**src/rtl/simd_ctrl_v2.sv**
```systemverilog
// simd_ctrl_v2 -- instruction sequencer for an N-PE SIMD matrix-multiply array.
//
// Accepts one 32-bit instruction at a time (VALID/READY handshake, ready only
// while idle) and drives the per-PE control lines and register-file row
// addresses that load operands, run a K-step multiply-accumulate and store
// results. Every output is a register; an accepted instruction shows its
// effect on the cycle after acceptance.
//
// Ports
//   CLK          in   clock, rising edge
//   RSTN         in   synchronous active-low reset
//   INSTR[31:0]  in   [2:0] opcode, [3 +: LOGN] row index, [31] broadcast
//   INSTR_VALID  in   instruction offered
//   INSTR_READY  out  high only in IDLE
//   MAC_EN[N]    out  per-PE accumulate enable
//   RST_MUL[N]   out  per-PE accumulator clear
//   WRITE_MAT[N] out  per-PE operand write strobe
//   MAT_MUX[N]   out  per-PE operand source (1 = A row)
//   MATAB_MUX    out  regfile bank select (0 = B, 1 = A)
//   DOUT_MUX     out  route results into C regfile
//   SEQ_A/B/C    out  row addresses (LOGN bits each)
//   K_CNT        out  current MAC step (LOGK bits)
//   DONE         out  one-cycle op-complete pulse
//   ERR          out  sticky illegal-instruction flag
//   HALTED       out  halted until reset
module simd_ctrl_v2 #(
    parameter int N    = 16,
    parameter int K    = 16,
    parameter int LOGN = $clog2(N),
    parameter int LOGK = $clog2(K)
) (
    input  logic            CLK,
    input  logic            RSTN,
    input  logic [31:0]     INSTR,
    input  logic            INSTR_VALID,
    output logic            INSTR_READY,
    output logic [N-1:0]    MAC_EN,
    output logic [N-1:0]    RST_MUL,
    output logic [N-1:0]    WRITE_MAT,
    output logic [N-1:0]    MAT_MUX,
    output logic            MATAB_MUX,
    output logic            DOUT_MUX,
    output logic [LOGN-1:0] SEQ_A,
    output logic [LOGN-1:0] SEQ_B,
    output logic [LOGN-1:0] SEQ_C,
    output logic [LOGK-1:0] K_CNT,
    output logic            DONE,
    output logic            ERR,
    output logic            HALTED
);

    typedef enum logic [2:0] {
        S_IDLE  = 3'd0,
        S_LOAD  = 3'd1,
        S_MAC   = 3'd2,
        S_STORE = 3'd3,
        S_HALT  = 3'd4
    } state_t;

    localparam logic [2:0] OP_NOP   = 3'd0;
    localparam logic [2:0] OP_LDB   = 3'd1;
    localparam logic [2:0] OP_LDA   = 3'd2;
    localparam logic [2:0] OP_MMUL  = 3'd3;
    localparam logic [2:0] OP_STORE = 3'd4;
    localparam logic [2:0] OP_HALT  = 3'd5;

    localparam logic [N-1:0]    ALL_ONES = {N{1'b1}};
    localparam logic [N-1:0]    ONE      = {{(N-1){1'b0}}, 1'b1};
    localparam logic [LOGK-1:0] K_LAST   = LOGK'(K - 1);
    // Step before the last one: seeing it means the next cycle carries DONE.
    localparam logic [LOGK-1:0] K_PENULT = LOGK'(K - 2);

    state_t            r_state;
    logic              r_ready;
    logic [N-1:0]      r_mac_en;
    logic [N-1:0]      r_rst_mul;
    logic [N-1:0]      r_write_mat;
    logic [N-1:0]      r_mat_mux;
    logic              r_matab_mux;
    logic              r_dout_mux;
    logic [LOGN-1:0]   r_seq_a;
    logic [LOGN-1:0]   r_seq_b;
    logic [LOGN-1:0]   r_seq_c;
    logic [LOGK-1:0]   r_k_cnt;
    logic              r_done;
    logic              r_err;
    logic              r_halted;

    logic [2:0]        w_op;
    logic [LOGN-1:0]   w_idx;
    logic              w_bcast;
    logic              w_is_load;
    logic              w_idx_bad;
    logic              w_illegal;
    logic [N-1:0]      w_onehot;
    logic              w_unused;

    assign w_op      = INSTR[2:0];
    assign w_idx     = INSTR[3 +: LOGN];
    assign w_bcast   = INSTR[31];
    assign w_is_load = (w_op == OP_LDB) || (w_op == OP_LDA);
    // The index only addresses a row for loads; other opcodes ignore it.
    assign w_idx_bad = w_is_load && ({1'b0, w_idx} >= (LOGN + 1)'(N));
    assign w_illegal = (w_op > OP_HALT) || w_idx_bad;
    assign w_onehot  = ONE << w_idx;
    assign w_unused  = &{1'b0, INSTR};

    always_ff @(posedge CLK) begin
        if (!RSTN) begin
            r_state     <= S_IDLE;
            r_ready     <= 1'b1;
            r_mac_en    <= '0;
            r_rst_mul   <= ALL_ONES;
            r_write_mat <= '0;
            r_mat_mux   <= '0;
            r_matab_mux <= 1'b1;
            r_dout_mux  <= 1'b0;
            r_seq_a     <= '0;
            r_seq_b     <= '0;
            r_seq_c     <= '0;
            r_k_cnt     <= '0;
            r_done      <= 1'b0;
            r_err       <= 1'b0;
            r_halted    <= 1'b0;
        end else begin
            // Strobes default low; each state below re-asserts what it grants.
            r_done      <= 1'b0;
            r_mac_en    <= '0;
            r_write_mat <= '0;
            r_mat_mux   <= '0;
            r_dout_mux  <= 1'b0;

            case (r_state)
                S_IDLE: begin
                    if (INSTR_VALID) begin
                        if (w_illegal) begin
                            // Consumed but otherwise a no-op apart from ERR.
                            r_err <= 1'b1;
                        end else begin
                            case (w_op)
                                OP_NOP: begin
                                    r_done <= 1'b1;
                                end
                                OP_LDB: begin
                                    r_state     <= S_LOAD;
                                    r_ready     <= 1'b0;
                                    r_rst_mul   <= '0;
                                    r_matab_mux <= 1'b0;
                                    r_seq_b     <= w_idx;
                                    r_write_mat <= w_bcast ? ALL_ONES : w_onehot;
                                    r_done      <= 1'b1;
                                end
                                OP_LDA: begin
                                    r_state     <= S_LOAD;
                                    r_ready     <= 1'b0;
                                    r_rst_mul   <= '0;
                                    r_matab_mux <= 1'b1;
                                    r_seq_a     <= w_idx;
                                    r_seq_c     <= w_idx;
                                    r_mat_mux   <= ALL_ONES;
                                    r_write_mat <= ALL_ONES;
                                    r_done      <= 1'b1;
                                end
                                OP_MMUL: begin
                                    r_state   <= S_MAC;
                                    r_ready   <= 1'b0;
                                    r_rst_mul <= '0;
                                    r_mac_en  <= ALL_ONES;
                                    r_k_cnt   <= '0;
                                end
                                OP_STORE: begin
                                    r_state    <= S_STORE;
                                    r_ready    <= 1'b0;
                                    r_rst_mul  <= ALL_ONES;
                                    r_dout_mux <= 1'b1;
                                    r_done     <= 1'b1;
                                end
                                default: begin
                                    r_state   <= S_HALT;
                                    r_ready   <= 1'b0;
                                    r_rst_mul <= '0;
                                    r_halted  <= 1'b1;
                                end
                            endcase
                        end
                    end
                end
                S_MAC: begin
                    if (r_k_cnt == K_LAST) begin
                        r_state   <= S_IDLE;
                        r_ready   <= 1'b1;
                        r_rst_mul <= ALL_ONES;
                        r_k_cnt   <= '0;
                    end else begin
                        r_mac_en <= ALL_ONES;
                        r_k_cnt  <= r_k_cnt + 1'b1;
                        r_done   <= (r_k_cnt == K_PENULT);
                    end
                end
                S_LOAD, S_STORE: begin
                    r_state   <= S_IDLE;
                    r_ready   <= 1'b1;
                    r_rst_mul <= ALL_ONES;
                end
                default: begin
                    // HALT: only reset leaves this state.
                    r_state <= S_HALT;
                end
            endcase
        end
    end

    assign INSTR_READY = r_ready;
    assign MAC_EN      = r_mac_en;
    assign RST_MUL     = r_rst_mul;
    assign WRITE_MAT   = r_write_mat;
    assign MAT_MUX     = r_mat_mux;
    assign MATAB_MUX   = r_matab_mux;
    assign DOUT_MUX    = r_dout_mux;
    assign SEQ_A       = r_seq_a;
    assign SEQ_B       = r_seq_b;
    assign SEQ_C       = r_seq_c;
    assign K_CNT       = r_k_cnt;
    assign DONE        = r_done;
    assign ERR         = r_err;
    assign HALTED      = r_halted;

endmodule

```
**config.mk**
```make
export PLATFORM = sky130hd
export DESIGN_NAME = simd_ctrl_v2
export DESIGN_NICKNAME = d
export VERILOG_FILES = /design/src/rtl/simd_ctrl_v2.sv
export SDC_FILE = /design/constraint.sdc
export NUM_CORES = 1
export LEC_CHECK = 0
export CORE_UTILIZATION = 31
export CTS_CLUSTER_DIAMETER = 80
export DETAILED_ROUTE_END_ITERATION = 12
export GPL_TIMING_DRIVEN = 0
export PLACE_DENSITY = 0.72
export SYNTH_ARGS = -nofsm -noshare
export SYNTH_HDL_FRONTEND = slang
export SYNTH_SLANG_ARGS = --single-unit
```
**constraint.sdc**
```tcl
create_clock -name CLK -period 2.4 [get_ports CLK]
set_clock_uncertainty 0.1 [all_clocks]
set_input_delay 0.48 -clock CLK [delete_from_list [all_inputs] [get_ports CLK]]
set_output_delay 0.48 -clock CLK [all_outputs]
set_load 0.1 [all_outputs]
```
==> metrics.yaml, run 1 <==
reg2reg_slack_ns: 0.53
hp-start: "SEQ_C[0]$_SDFFE_PN0P_"
synth_seq_cells: 40
grt_util_met2: 0.220
drtPass1Iterations: 5
syn_area_per_cell_sq_um: 8.81
status: "complete, no violations"
num_io_pins: 121
fin_ws_ns: 0.0354
synth-compound-area-share: 0.140
portBuffers: 91
ys_top_cells_by_area: "dfxtp_1 40%, buf_4 18%, a21oi_2 4.4%"
period_minus_slack_ns: 2.36
use_met3: 0.0352
path_cells: "clkdlybuf4s50_1"
drive_gt1_frac: 0.374
synth_mux_area_frac: 0.0200
antenna_found_initial: 0
synthSimpleGateAreaFrac: 0.189
synth_top_area_cell: "dfxtp_1"
final_max_slew_viol_count: 0
cts_hold_buf: 0
fmax_mhz: 423
drt_iter0_markers: 68
whs_path_depth: 2
grt.total_usage: 0.134
clockBufferDepth: 2
gr-usage-met1: 0.175
via_count: 1790
post_cts_buffers: 0
die_w_um: 82.3
yosys_warnings: 0
cellPowerDensity_nw_per_um2: 620
drt-total-wl_um: 4580
synth_xor_area_frac: 0.0131
grt_overflow: 0
pre_cts_ws_ns: -0.146
clkLatencyLatePin_ns: 0.29
antenna_left: 0
die_area_sq_um: 6780
hpwl_um: 3530
cts.reportedPaths.clkPinSlew_ns: 0.08
core-area_sq_um: 6060
cts_tree: "yes"
numCtsBuffers: 5
place.gp.congestion: 0.784
cts-htree-levels: 2
seq_area_frac_synth: 0.400
p_leak_uw: 0.00136
syn_area_sq_um: 2000
post-route-period-util: 0.985
synth_fa_ha_area_frac: 0.0125
reg2reg_depth: 6
path_class: "flop to output pin"
yosysMostFrequentCell: "buf_4"
cp_slowest_cell: "clkdlybuf4s50_1"
grt_pass1_wl_um: 6990
worstPathRequired_ns: 1.82
wl_per_cell_um: 11.4
crit_path_max_fanout: 2
syn_inst: 227
synthDistinctLibCells: 40
ir_drop_uv: 349
worst_pin_slew_ns: 0.996
relSlewSlack: 0.334
yosysTopAreaCellShare: 0.400
cts.sinks: 40
synth-async-reset-ratio: 0
worst_setup_path_start_kind: "flop"
die_h_um: 82.3
max_cap_viol_count: 0
synth_top_family_by_area: "buffers and inverters"
hold_end: "SEQ_C[0]$_SDFFE_PN0P_"
setup_violations: 0
timing.rr.end: "WRITE_MAT[10]$_SDFF_PP0_"
grt_start_max_net_pins: 18
area_growth_syn_to_layout_pct: 58.1
endpoint_kind: "output pin"
grt_pass1_vias: 1421
cp_slowest_stage_delay_ns: 1.14
final_nets: 362
drc: 0
synth_common_cells: "49 x buf_4, 40 x dfxtp_1, 19 x nand2_1"
num_rows: 28
start_util: 0.330
r2r_start: "r_state[2]$_SDFFE_PN0P_"
antenna-diode-count: 0
critPathTopFamily: "buffers and inverters"
synth_edf_count: 0
busiest_layer: "met2"
power.total_uw: 1960
vias_per_cell: 4.46
cp_num_buf_inv: 1
synth_nets: 264
holdCritPathClass: "flop to flop"
worstPathArrival_ns: 1.78
root_buffer: "clkbuf_8"
rsz0062_at_grt: "false"
finalHoldViolations: 0
ys.flop_type: "dfxtp_1"
[layout make-up]
class,count,area (sq um)
fill,540,2900
tap,75,93.8
sequential,40,801
timing repair buffer,91,961
inverter,5,18.8
clock buffer,6,72.6
multi-input combinational,119,749
clock inverter,2,35.0
buffer,63,432
[worst max-delay path by stage]
stage,cells after the start,endpoint,slack (ns),start
after floorplan,4,RST_MUL[14]$_SDFFE_PN1P_,0.12,K_CNT[1]$_SDFFE_PN0P_
after global placement,2,RST_MUL[12],-0.10,RST_MUL[14]$_SDFFE_PN1P_
after detailed placement,2,RST_MUL[9],-0.15,RST_MUL[14]$_SDFFE_PN1P_
after CTS,1,SEQ_A[2],0.007,SEQ_C[2]$_SDFFE_PN0P_
after global routing,1,SEQ_B[3],0.003,SEQ_B[3]$_SDFFE_PN0P_
final,1,ERR,0.04,ERR$_SDFFE_PN0P_
[cell families after synthesis]
| kind of cell | after synthesis |
|---|---|
| adders and majority gates | 2 |
| buffers and inverters | 68 |
| xor gates and xnor gates | 3 |
| DFF | 40 |
| and+or+nand+nor | 71 |
| AOI/OAI and AO/OA | 39 |
| muxes | 4 |
[worst register-to-register path, stage by stage, from the launching register on]
cell and delay [ns]:
dfxtp_1 0.40, nor4b_4 0.34, nand2_1 0.14, or3_1 0.38, buf_2 0.17, buf_6 0.16, a21oi_2 0.11
[where the power goes]
part	internal [uW]	leakage, uW	switching [uW]	total, uW
Combinational	174	0.000978	548	722
Clock	308	0.0000552	223	532
Sequential	684	0.000324	23.2	707
[per-stage QoR]
stage | hold slack (ns) | setup TNS, ns | area [sq um] | utilization | cells
after floorplan | 0.452 | 0 | 2000 | - | 227
after global routing | 0.411 | 0 | 3160 | 0.522 | 401
after global placement | 0.362 | -3.63 | 3010 | 0.496 | 393
after CTS | 0.394 | 0 | 3160 | 0.521 | 401
final | 0.383 | 0 | 3160 | 0.522 | 401
after detailed placement | 0.373 | -5.40 | 3010 | 0.496 | 393
[flip-flops by register name (all words and copies together), names as in the netlist]
signal / count
DONE: 1
DOUT_MUX: 1
ERR: 1
HALTED: 1
INSTR_READY: 1
K_CNT: 4
MAC_EN: 1
MATAB_MUX: 1
MAT_MUX: 1
RST_MUL: 1
SEQ_B: 4
SEQ_C: 4
WRITE_MAT: 16
r_state: 3
[layer usage]
layer  routed length [um]  part of all wire  up-vias
li1                     -                 -      912
met1                 2050              0.45      800
met2                 2140              0.47       72
met3                  371             0.081        6
met4                   23            0.0050        0
met5                    0                 0        -
[timing repair]
action                     4_1_cts  5_1_grt
setup endpoints to repair       56        5
gates resized for setup        151        5
gates cloned                     0        0
[cell usage in the layout, fill, tap and decap left out, drive strengths merged, types with 2 or more instances in the layout]
cell type,n
a21oi,24
clkdlybuf4s50,31
a31oi,2
nand4,2
xnor2,2
or3,3
mux2i,4
nand2,19
o21ai,3
buf,54
dlymetal6s2s,4
dlygate4sd2,8
o211ai,2
clkdlybuf4s15,46
ha,2
nand3,14
nor2b,4
or3b,2
clkbuf,17
dfxtp,40
and4b,2
nor2,18
inv,5
No activity file was read; power rests on OpenSTA's default activity.
==> run 2, diff against run 1 <==
CORE_MARGIN = 2   (was not set)
CORE_UTILIZATION = 37   (was 31)
PLACE_DENSITY = 0.83   (was 0.72)
==> run 2 against run 1 <==
Clock power about the same. Highest routed layer unchanged. Wire length grew 10%. Combinational power is 0.6% higher. Sequential power about the same. Cell count fell by 1.2%. Register-to-register slack about the same. Largest cell class unchanged. Total power rose by 0.34%. Hold slack worse by 0.0036 ns. Global-route usage rose by 3.4 points.
==> metrics.yaml, run 2 (synthesized netlist as in run 1, its figures left out) <==
numCtsBuffers: 5  # unchanged
cellPowerDensity_nw_per_um2: 625  # +0.73%
die_area_sq_um: 6010  # -11%
die_h_um: 77.5  # -5.8%
root_buffer: "clkbuf_8"
multi_input_area_sq_um: 749  # unchanged
cts_tree: "yes"
num_io_pins: 121  # unchanged
clockBufferDepth: 2  # unchanged
largest_reg_flops: 16  # unchanged
fill_cells: 430  # -20%
num_rows: 26  # -7.1%
endpoint_kind: "output pin"
status: "complete, no violations"
place.gp.congestion: 0.870  # +11%
cts.reportedPaths.clkPinSlew_ns: 0.07  # about the same
cts-htree-levels: 2  # unchanged
grt.total_usage: 0.168  # +0.0336
setup_violations: 0  # unchanged
pre_cts_ws_ns: -0.162  # -0.0161 ns
antenna_left: 0  # unchanged
grt_pass1_vias: 1705  # +20%
drt_iter0_markers: 110  # +62%
rsz0062_at_grt: "false"
start_util: 0.387  # +0.0567
final_cell_mix: "50 x buf_4, 46 x clkdlybuf4s15_2, 40 x dfxtp_1"
core-area_sq_um: 5170  # -15%
post_dp_cell_area_sq_um: 3000  # -0.21%
area_growth_syn_to_layout_pct: 57.5
ir_drop_uv: 355  # +1.6%
hpwl_um: 3580  # +1.5%
fin_setup_tns_ns: 0  # unchanged
final_nets: 362  # unchanged
worstPathRequired_ns: 1.82  # about the same
period_minus_slack_ns: 2.36  # +0.0000673 ns
worst_hold_slack_ns: 0.380  # -0.00359 ns
grt_overflow: 0  # unchanged
wl_per_cell_um: 12.7  # +11%
grt_pass1_wl_um: 8180  # +17%
path_cells: "clkdlybuf4s50_1"
cp_slowest_stage_delay_ns: 1.14  # about the same
seq_area_sq_um: 801  # unchanged
via_count: 1839  # +2.7%
path_class: "flop to output pin"
relSlewSlack: 0.301  # -0.0331
cp_slowest_cell: "clkdlybuf4s50_1"
worstPathArrival_ns: 1.78  # about the same
fin_ws_ns: 0.0354  # -0.0000673 ns
p_leak_uw: 0.00134  # -1.6%
clkLatencyLatePin_ns: 0.29  # about the same
drive_gt1_frac: 0.374  # unchanged
fmax_mhz: 423  # about the same
holdCritPathClass: "flop to flop"
max_cap_viol_count: 0  # unchanged
critPathTopFamily: "buffers and inverters"
post-route-period-util: 0.985  # about the same
cts.sinks: 40  # unchanged
finalInstanceArea_sq_um: 3150  # -0.40%
finalHoldViolations: 0  # unchanged
cts_hold_buf: 0  # unchanged
die_w_um: 77.5  # -5.8%
antenna-diode-count: 0  # unchanged
grt_start_max_net_pins: 18  # unchanged
portBuffers: 91  # unchanged
antenna_found_initial: 0  # unchanged
utilization: 0.609  # +0.0872
crit_path_max_fanout: 2  # unchanged
drc: 0  # unchanged
worst_pin_slew_ns: 1.05  # +0.0511 ns
final_common_cell: "buf_4"
cp_num_buf_inv: 1  # unchanged
drt-total-wl_um: 5040  # +10%
final_max_slew_viol_count: 0  # unchanged
worst_setup_path_start_kind: "flop"
vias_per_cell: 4.64  # +4.0%
drtPass1Iterations: 5  # unchanged
run 2: changes by cell type in the layout (fill, tap and decap cells not counted):
cell | before | now
clkdlybuf4s50_1 | 31 | 29
dlygate4sd2_1 | 8 | 11
dlymetal6s2s_1 | 4 | 3
run 2: stage by stage:
step / total power (uW) / instances
global placement: 1450 / 388
detailed placement: 1460 / 388
CTS: 1980 / 396
finish: 1970 / 396
global route: 2040 / 396
floorplan: 1310 / 227
run 2: path summary, 6_finish.rpt:
path | start | endpoint | slack, ns | depth (start not counted)
hold reg to reg | SEQ_C[0]$_SDFFE_PN0P_ | SEQ_C[0]$_SDFFE_PN0P_ | 0.38 | 2
hold / removal | SEQ_C[0]$_SDFFE_PN0P_ | SEQ_C[0]$_SDFFE_PN0P_ | 0.38 | 2
setup / recovery | SEQ_B[1]$_SDFFE_PN0P_ | SEQ_B[1] | 0.04 | 1
setup reg to reg | r_state[2]$_SDFFE_PN0P_ | WRITE_MAT[8]$_SDFF_PP0_ | 0.53 | 6
run 2: per-layer routing:
metal	GRT usage	vias to the layer above	wire length (um)
met1	0.200	839	2070
met5	0	-	0
met3	0.0465	13	360
met4	0.0732	0	142
met2	0.282	80	2470
li1	-	907	-
run 2: power breakdown:
part	switching, uW	total, uW	internal (uW)
Combinational	552	726	174
Clock	225	534	308
Sequential	23.8	708	684
run 2: what timing repair did:
action                                  CTS  global route
pin swaps                                 0             0
endpoints found under the setup margin   59             4
cloned                                    0             0
gates resized for setup                 154             4
setup buffers                             0             0
hold endpoints to repair                  0             0
run 2: area by class of cell:
class | instances | area share
Sequential cell | 40 | 0.254
Timing Repair Buffer | 91 | 0.303
Inverter | 5 | 0.00596
Tap cell | 70 | 0.0278
Multi-Input combinational cell | 119 | 0.238
Clock inverter | 2 | 0.0111
Clock buffer | 6 | 0.0230
Buffer | 63 | 0.137
